<file path="src/rtl/imem_loader.sv">
// Byte-stream to 32-bit word loader: packs little-endian bytes and writes them sequentially into instruction memory.
// Latency: a word is written in the cycle after its 4th (or last) byte is accepted; 5 cycles per word minimum.
// Backpressure: byte_ready_o drops during the write cycle and stays low once done or overflowed, until reset.
module imem_loader #(
    parameter int                AWIDTH    = 32,
    parameter int                DWIDTH    = 32,
    parameter logic [AWIDTH-1:0] BASE_ADDR = 32'h0100_0000,
    parameter int                MAX_WORDS = 1024
) (
    input  logic              clk,
    input  logic              rst,
    input  logic              byte_valid_i,
    input  logic [7:0]        byte_data_i,
    input  logic              byte_last_i,
    output logic              byte_ready_o,
    output logic [AWIDTH-1:0] addr_o,
    output logic [DWIDTH-1:0] data_o,
    output logic              write_en_o,
    output logic              read_en_o,
    output logic              busy_o,
    output logic              done_o,
    output logic              overflow_o,
    output logic [AWIDTH-1:0] word_count_o
);

    typedef enum logic [2:0] {
        S_IDLE    = 3'd0,
        S_COLLECT = 3'd1,
        S_WRITE   = 3'd2,
        S_DONE    = 3'd3,
        S_ERROR   = 3'd4
    } state_t;

    localparam logic [AWIDTH-1:0] MAX_W = AWIDTH'(MAX_WORDS);

    state_t              r_state;
    state_t              w_state_nxt;
    logic [1:0]          r_idx;
    logic [DWIDTH-1:0]   r_asm;
    logic [AWIDTH-1:0]   r_cnt;
    logic                r_last;
    logic                w_ready;
    logic                w_accept;
    logic                w_can_write;
    logic                w_wr;

    assign w_accept    = byte_valid_i && w_ready;
    assign w_can_write = (r_cnt < MAX_W);

    // State register; reset discards any partial word or pending write
    always_ff @(posedge clk) begin
        if (rst) begin
            r_state <= S_IDLE;
        end else begin
            r_state <= w_state_nxt;
        end
    end

    // Next-state and handshake decode
    always_comb begin
        w_state_nxt = r_state;
        w_ready     = 1'b0;
        w_wr        = 1'b0;
        case (r_state)
            S_IDLE: begin
                w_ready = 1'b1;
                if (w_accept) begin
                    w_state_nxt = byte_last_i ? S_WRITE : S_COLLECT;
                end
            end
            S_COLLECT: begin
                w_ready = 1'b1;
                if (w_accept && (byte_last_i || r_idx == 2'd3)) begin
                    w_state_nxt = S_WRITE;
                end
            end
            S_WRITE: begin
                if (w_can_write) begin
                    w_wr        = 1'b1;
                    w_state_nxt = r_last ? S_DONE : S_COLLECT;
                end else begin
                    w_state_nxt = S_ERROR;
                end
            end
            S_DONE:  w_state_nxt = S_DONE;
            S_ERROR: w_state_nxt = S_ERROR;
            default: w_state_nxt = S_IDLE;
        endcase
    end

    // Byte assembly, last-flag latch and word counter
    always_ff @(posedge clk) begin
        if (rst) begin
            r_idx  <= 2'd0;
            r_asm  <= '0;
            r_cnt  <= '0;
            r_last <= 1'b0;
        end else begin
            if (w_accept) begin
                r_asm[{r_idx, 3'b000} +: 8] <= byte_data_i;
                r_idx                       <= r_idx + 2'd1;
                if (byte_last_i) begin
                    r_last <= 1'b1;
                end
            end
            if (w_wr) begin
                r_cnt <= r_cnt + 1'b1;
                r_asm <= '0;
                r_idx <= 2'd0;
            end
        end
    end

    assign byte_ready_o = w_ready;
    assign write_en_o   = w_wr;
    // Address and data are forced to zero outside the write strobe
    assign addr_o       = w_wr ? (BASE_ADDR + (r_cnt << 2)) : '0;
    assign data_o       = w_wr ? r_asm : '0;
    assign read_en_o    = 1'b0;
    assign busy_o       = (r_state == S_COLLECT) || (r_state == S_WRITE);
    assign done_o       = (r_state == S_DONE);
    assign overflow_o   = (r_state == S_ERROR);
    assign word_count_o = r_cnt;

endmodule

</file>
<file path="config.mk">
export PLATFORM = sky130hd
export DESIGN_NAME = imem_loader
export DESIGN_NICKNAME = d
export VERILOG_FILES = /design/src/rtl/imem_loader.sv
export SDC_FILE = /design/constraint.sdc
export NUM_CORES = 1
export LEC_CHECK = 0
export CORE_MARGIN = 4
export CORE_UTILIZATION = 41
export CTS_CLUSTER_SIZE = 8
export DETAILED_ROUTE_END_ITERATION = 7
export GPL_ROUTABILITY_DRIVEN = 0
export HOLD_SLACK_MARGIN = 0.1
export PLACE_DENSITY = 0.73
export SYNTH_ARGS = -nofsm -noshare
export SYNTH_HDL_FRONTEND = slang
export SYNTH_SLANG_ARGS = --single-unit
export TNS_END_PERCENT = 50
</file>
<file path="constraint.sdc">
create_clock -name clk -period 1.8 [get_ports clk]
set_input_delay 0.36 -clock clk [delete_from_list [all_inputs] [get_ports clk]]
set_output_delay 0.36 -clock clk [all_outputs]
set_load 0.02 [all_outputs]
</file>
======== Word level (Yosys, flattened, before mapping) ========
Index checks and enable logic that the tools add are counted.
cells by class
  add/subtract/negate cells ............... 4
  bitwise operators ....................... 0
  shift operators ......................... 2
  equal/unequal tests ..................... 7
  reductions and logical operators ........ 9
  mux-type cells .......................... 12
  multipliers ............................. 0
  order comparisons ....................... 1
  divide/modulo/power cells ............... 0
operators by type and width
  kind                                                                             count
  32-bit two-way mux                                                               2
  25-bit by 32-bit adder with 32-bit output (first input constant)                 1
  32-bit by 1-bit adder with 32-bit output (second input constant)                 1
  32-bit bitwise mux                                                               1
  32-bit by 11-bit less-than comparator with 1-bit output (second input constant)  1
  8-bit by 7-bit variable shift with 32-bit output (first input constant)          1
  8-bit by 7-bit indexed part select with 32-bit output                            1
  3-bit case mux with 5 select lines                                               1
  3-bit two-way mux                                                                3
  5-bit negation with 7-bit output                                                 1
  3-bit by 2-bit == test with 1-bit output (second input constant)                 2
  2-bit two-way mux                                                                2
  2-bit != test (second input constant)                                            2
  2-bit AND reduction                                                              2
  2-bit OR reduction                                                               2
  3-bit by 1-bit == test with 1-bit output (second input constant)                 1
  3-bit == test (second input constant)                                            1
  3-bit logical NOT                                                                1
  1-bit two-way mux                                                                3
  2-bit by 1-bit adder with 2-bit output (second input constant)                   1
  2-bit == test (second input constant)                                            1
  1-bit logical AND                                                                2
  1-bit logical OR                                                                 2
storage, ports and cells
  memory bits (writable) .................. 0
  bits of input ports ..................... 12
  latch bits .............................. 0
  ROM bits ................................ 0
  bits in registers ....................... 70
  word-level logic and storage cells ...... 40
  memories kept ........................... 0
  output and inout port bits .............. 102

======== Depth between registers and ports, before layout ========
  depth in word-level cells ............... 7
  depth in mapped cells ................... 8
  gate-level depth less buffers ........... 6

======== Least setup slack after synthesis ========
No wires, ideal clock.
  kind .................................... reg2out
  start point ............................. register r_cnt[22], in the netlist word_count_o[22]
  end point ............................... output addr_o[10]
  cell stages (with the launch flop) ...... 8
  buffers on the path ..................... 2
  arrival time ............................ 1.820 ns
  slack ................................... -0.380 ns
  required time ........................... 1.440 ns
  path through ............................ dfxtp_1 inv_1 ha_1 nor4b_2 and4_1 buf_2 clkbuf_1 and3_1
between the ends
  word-level cells in the longest chain between the ends .. 4
ends and longest elaborated chain
  element                                                  RTL line  text
  start: declaration                                       40        logic [AWIDTH-1:0] r_cnt;
  start signal: assignment                                 107       r_cnt <= r_cnt + 1'b1;
  32-bit by 11-bit less-than comparator with 1-bit output  48        assign w_can_write = (r_cnt < MAX_W);
  1-bit two-way mux                                        78        if (w_can_write) begin
  1-bit two-way mux                                        64        case (r_state)
  32-bit two-way mux                                       117       assign addr_o = w_wr ? (BASE_ADDR + (r_cnt << 2)) : '0;
  end: declaration                                         16        output logic [AWIDTH-1:0] addr_o,
No other way between the ends.

======== Final worst setup path ========
  start point ............................. register r_cnt[23], in the netlist word_count_o[23]
  end point ............................... output data_o[23]
between the ends
  word-level cells in the longest chain between the ends .. 4
ends and longest elaborated chain
  element                                                  RTL line  text
  32-bit by 11-bit less-than comparator with 1-bit output  48
  1-bit two-way mux                                        78
  1-bit two-way mux                                        64
  32-bit two-way mux                                       118       assign data_o = w_wr ? r_asm : '0;
  end: declaration                                         17        output logic [DWIDTH-1:0] data_o,
No other way between the ends.

==> impl_metrics.yaml <==
cts:
  cts_sinks: 70
  cts_tree: "built"
  cts-root-buf: "clkbuf_8"
  path_clk_slew_ns: 0.08
  cts_max_level: 3
  clk_path_buf_depth: 2
  insertion_delay_ns: 0.34
  ctsHoldBuffers: 0
  cts_buffers: 9
synth:
  synth_cell_types: 41
  synth_area_leader_cell: "dfxtp_1"
  synthArstFlopShare_pct: 0
  synth_edf_count: 0
  synth_most_common_cell: "dfxtp_1"
  avgSynthCellArea_um2: 8.30
  synth.ff_latch_count: 70
  synthFlopType: "dfxtp_1"
  synth_common_cells: "dfxtp_1, a21oi_1, and3_1, nand2_1, nand3_1"
  syn_area_um2: 3340
  synth_warnings: 0
  yosysSeqAreaShare_pct: 41.9
  synth_area_leaders: "dfxtp_1, and3_1, a21oi_1"
  syn_inst: 403
  synth_top_area_share_pct: 41.9
timing:
  setup_viol: 92
  report.final.hold_viol_count: 0
  skew_ns: 0.0111
  fin_crit_sh_pct: 130
  max_freq_mhz: 427
  fin_tns_setup_ns: -39.26
  rsz0062_at_grt: "true"
  slew_violations: 0
  setup_ws_ns: -0.543
  min_period_ns: 2.34
worst_setup_path:
  timing.rr.start: "word_count_o[23]"
  critPathLaunchType: "register"
  critPathCaptureType: "output pin"
  critPathSlowestCell: "and4_4"
  path_cells: "inv_4 > ha_4 > nor4b_4 > and4_4 > buf_6 > and3_4 > buf_6"
  cp_data_required_time_ns: 1.44
  arrival_ns: 1.98
  critical_path.max_stage_delay_ns: 0.37
  critPathMaxFanout: 10
  critical_path_buf_inv_count: 3
  critPathTopFamily: "simple AND/OR/NAND/NOR gates"
  cpMostUsedCell: "buf_6"
  worstSetupPathType: "register to output pin"
  crit_start: "word_count_o[23]"
pwr:
  seqPwrFrac_pct: 48.1
  netSwitchingPower_w: 0.000990
  pwr-share-comb_pct: 18.4
  p_per_area_nw_per_um2: 591
  swShare_pct: 29.8
  clockPowerShare_pct: 33.5
  p_leak_nw: 2.62
  p_int_w: 0.00233
  irDropWorstVdd_uv: 423
min_path:
  hold_path.class: "register to register"
  worstHoldStart: "r_asm[19]"
route:
  avgViaCountPerCell: 5.30
  drtIter0Drc: 142
  wl_per_cell_um: 16.6
  vias: 3522
  drtAntennaViolNets: 0
  wirelength_um: 11000
  drt_pass1_iterations: 5
  drc: 0
outcome:
  status: "complete, but fails checks"
  violations: "setup timing"
grt:
  grt_max_degree: 24
  grt.overflow.total: 0
  grt_first_pass_wirelength_um: 17200
  grt_pass1_vias: 3419
  antenna_found_initial: 0
  grt_use_total_pct: 22.0
floorplanning:
  coreArea_um2: 7850
  io_pins: 114
  std_cell_rows: 32
  die_h_um: 98.3
  fp.dieArea_um2: 9660
  dieWidth_um: 98.3
  start_util_pct: 42.6
cells_and_area:
  fillers: 568
  ff_latch_area_um2: 1410
  layout.nets: 579
  multiInputGateArea_um2: 2090
  diodes: 0
  drive_gt1_share_pct: 41.0
  syn2layout_area_growth_pct: 68.0
placement:
  io_buffers: 93
  place_ws_ns: -0.692
  dp_hpwl_um: 6820
job:
  maxCapViolCount: 0
==> sequential cells by signal, indices dropped and copies added (netlist names) <==
| name | cells |
|---|---|
| r_asm | 32 |
| word_count_o | 32 |
| r_state | 3 |
| r_idx | 2 |
| r_last | 1 |
==> metal layers <==
metal | vias to the layer above | share of wire (%) | track usage (%)
met2 | 123 | 51 | 39.1
li1 | 1682 | - | -
met5 | - | 0 | 0
met1 | 1692 | 42 | 26.5
met3 | 25 | 5.0 | 3.57
met4 | 0 | 2.5 | 8.19
==> cell families after synthesis <==
group / after synthesis / synth area share (%)
simple gates: 201 / 33.8
flops: 70 / 41.9
buf+inv: 57 / 9.17
compound gates: 60 / 10.2
xor+xnor: 3 / 0.786
fa+ha+maj: 9 / 3.37
mux: 2 / 0.674
other cells: 1 / 0.112
==> power by group through the flow <==
stage,registers [W],logic [W],clock network (W)
2_1_floorplan,0.00163,0.000320,0
3_3_place_gp,0.00163,0.000462,0
3_5_place_dp,0.00163,0.000475,0
4_1_cts,0.00159,0.000569,0.00114
5_1_grt,0.00160,0.000655,0.00121
6_report,0.00160,0.000611,0.00111
==> worst paths after layout <==
path / cells past startpoint / end / slack [ns]
worst max-delay path: 7 / data_o[23] / -0.54
worst min-delay path: 2 / r_asm[19] / 0.46
worst max register to register: 13 / r_asm[3] / -0.45
worst min register to register: 2 / r_asm[19] / 0.46
==> worst register-to-register path, stage by stage (launching register included) <==
cell and delay (ns):
dfxtp_4 0.36, inv_4 0.06, ha_4 0.13, nor4b_4 0.23, and4_4 0.37, buf_8 0.17, buf_6 0.11, buf_6 0.08
buf_6 0.09, a21o_1 0.16, buf_6 0.12, buf_6 0.10, buf_16 0.13, a21oi_1 0.05
==> layout make-up <==
cell class | count | area share, %
clock buffer | 9 | 2.21
inverter | 10 | 0.757
sequential | 70 | 25.1
tap | 102 | 2.27
multi-input combinational | 295 | 37.2
clock inverter | 7 | 0.869
timing repair buffer | 172 | 31.6
==> through the flow <==
step	instances	hold WS [ns]	utilization [%]	instance area [um^2]	total power (W)
2_1_floorplan	422	0.427	-	3710	0.00195
3_3_place_gp	626	0.444	62.7	4920	0.00209
3_5_place_dp	626	0.449	62.7	4920	0.00210
4_1_cts	662	0.458	70.2	5510	0.00330
5_1_grt	665	0.478	71.6	5620	0.00346
6_report	665	0.455	71.6	5620	0.00332
==> timing repair <==
item	4_1_cts	5_1_grt
gates resized for setup	323	50
pin swaps	32	6
buffers inserted	14	8
cloned	7	2
setup endpoints to repair	107	114
==> layout by cell type, fill, tap and decap left out, types with 3 or more instances in the layout <==
cell and instances:
buf_8 3, or4_1 6, inv_1 7, nor2_1 11
nor3_1 6, and3_1 4, buf_16 3, buf_12 4
buf_6 50, o31ai_1 6, dlygate4sd2_1 13, nand4_1 4
clkbuf_8 9, xnor2_1 3, nand3_1 39, dfxtp_1 67
a21oi_2 20, conb_1 20, ha_1 8, nor2b_1 21
buf_4 63, a21oi_1 24, nor2_2 4, nor3b_1 4
nand2_1 42, and2_1 5, clkinv_2 3, clkdlybuf4s50_1 14
and3_4 41, dlymetal6s2s_1 16
Note: power is estimated with default switching activity, not from simulation.
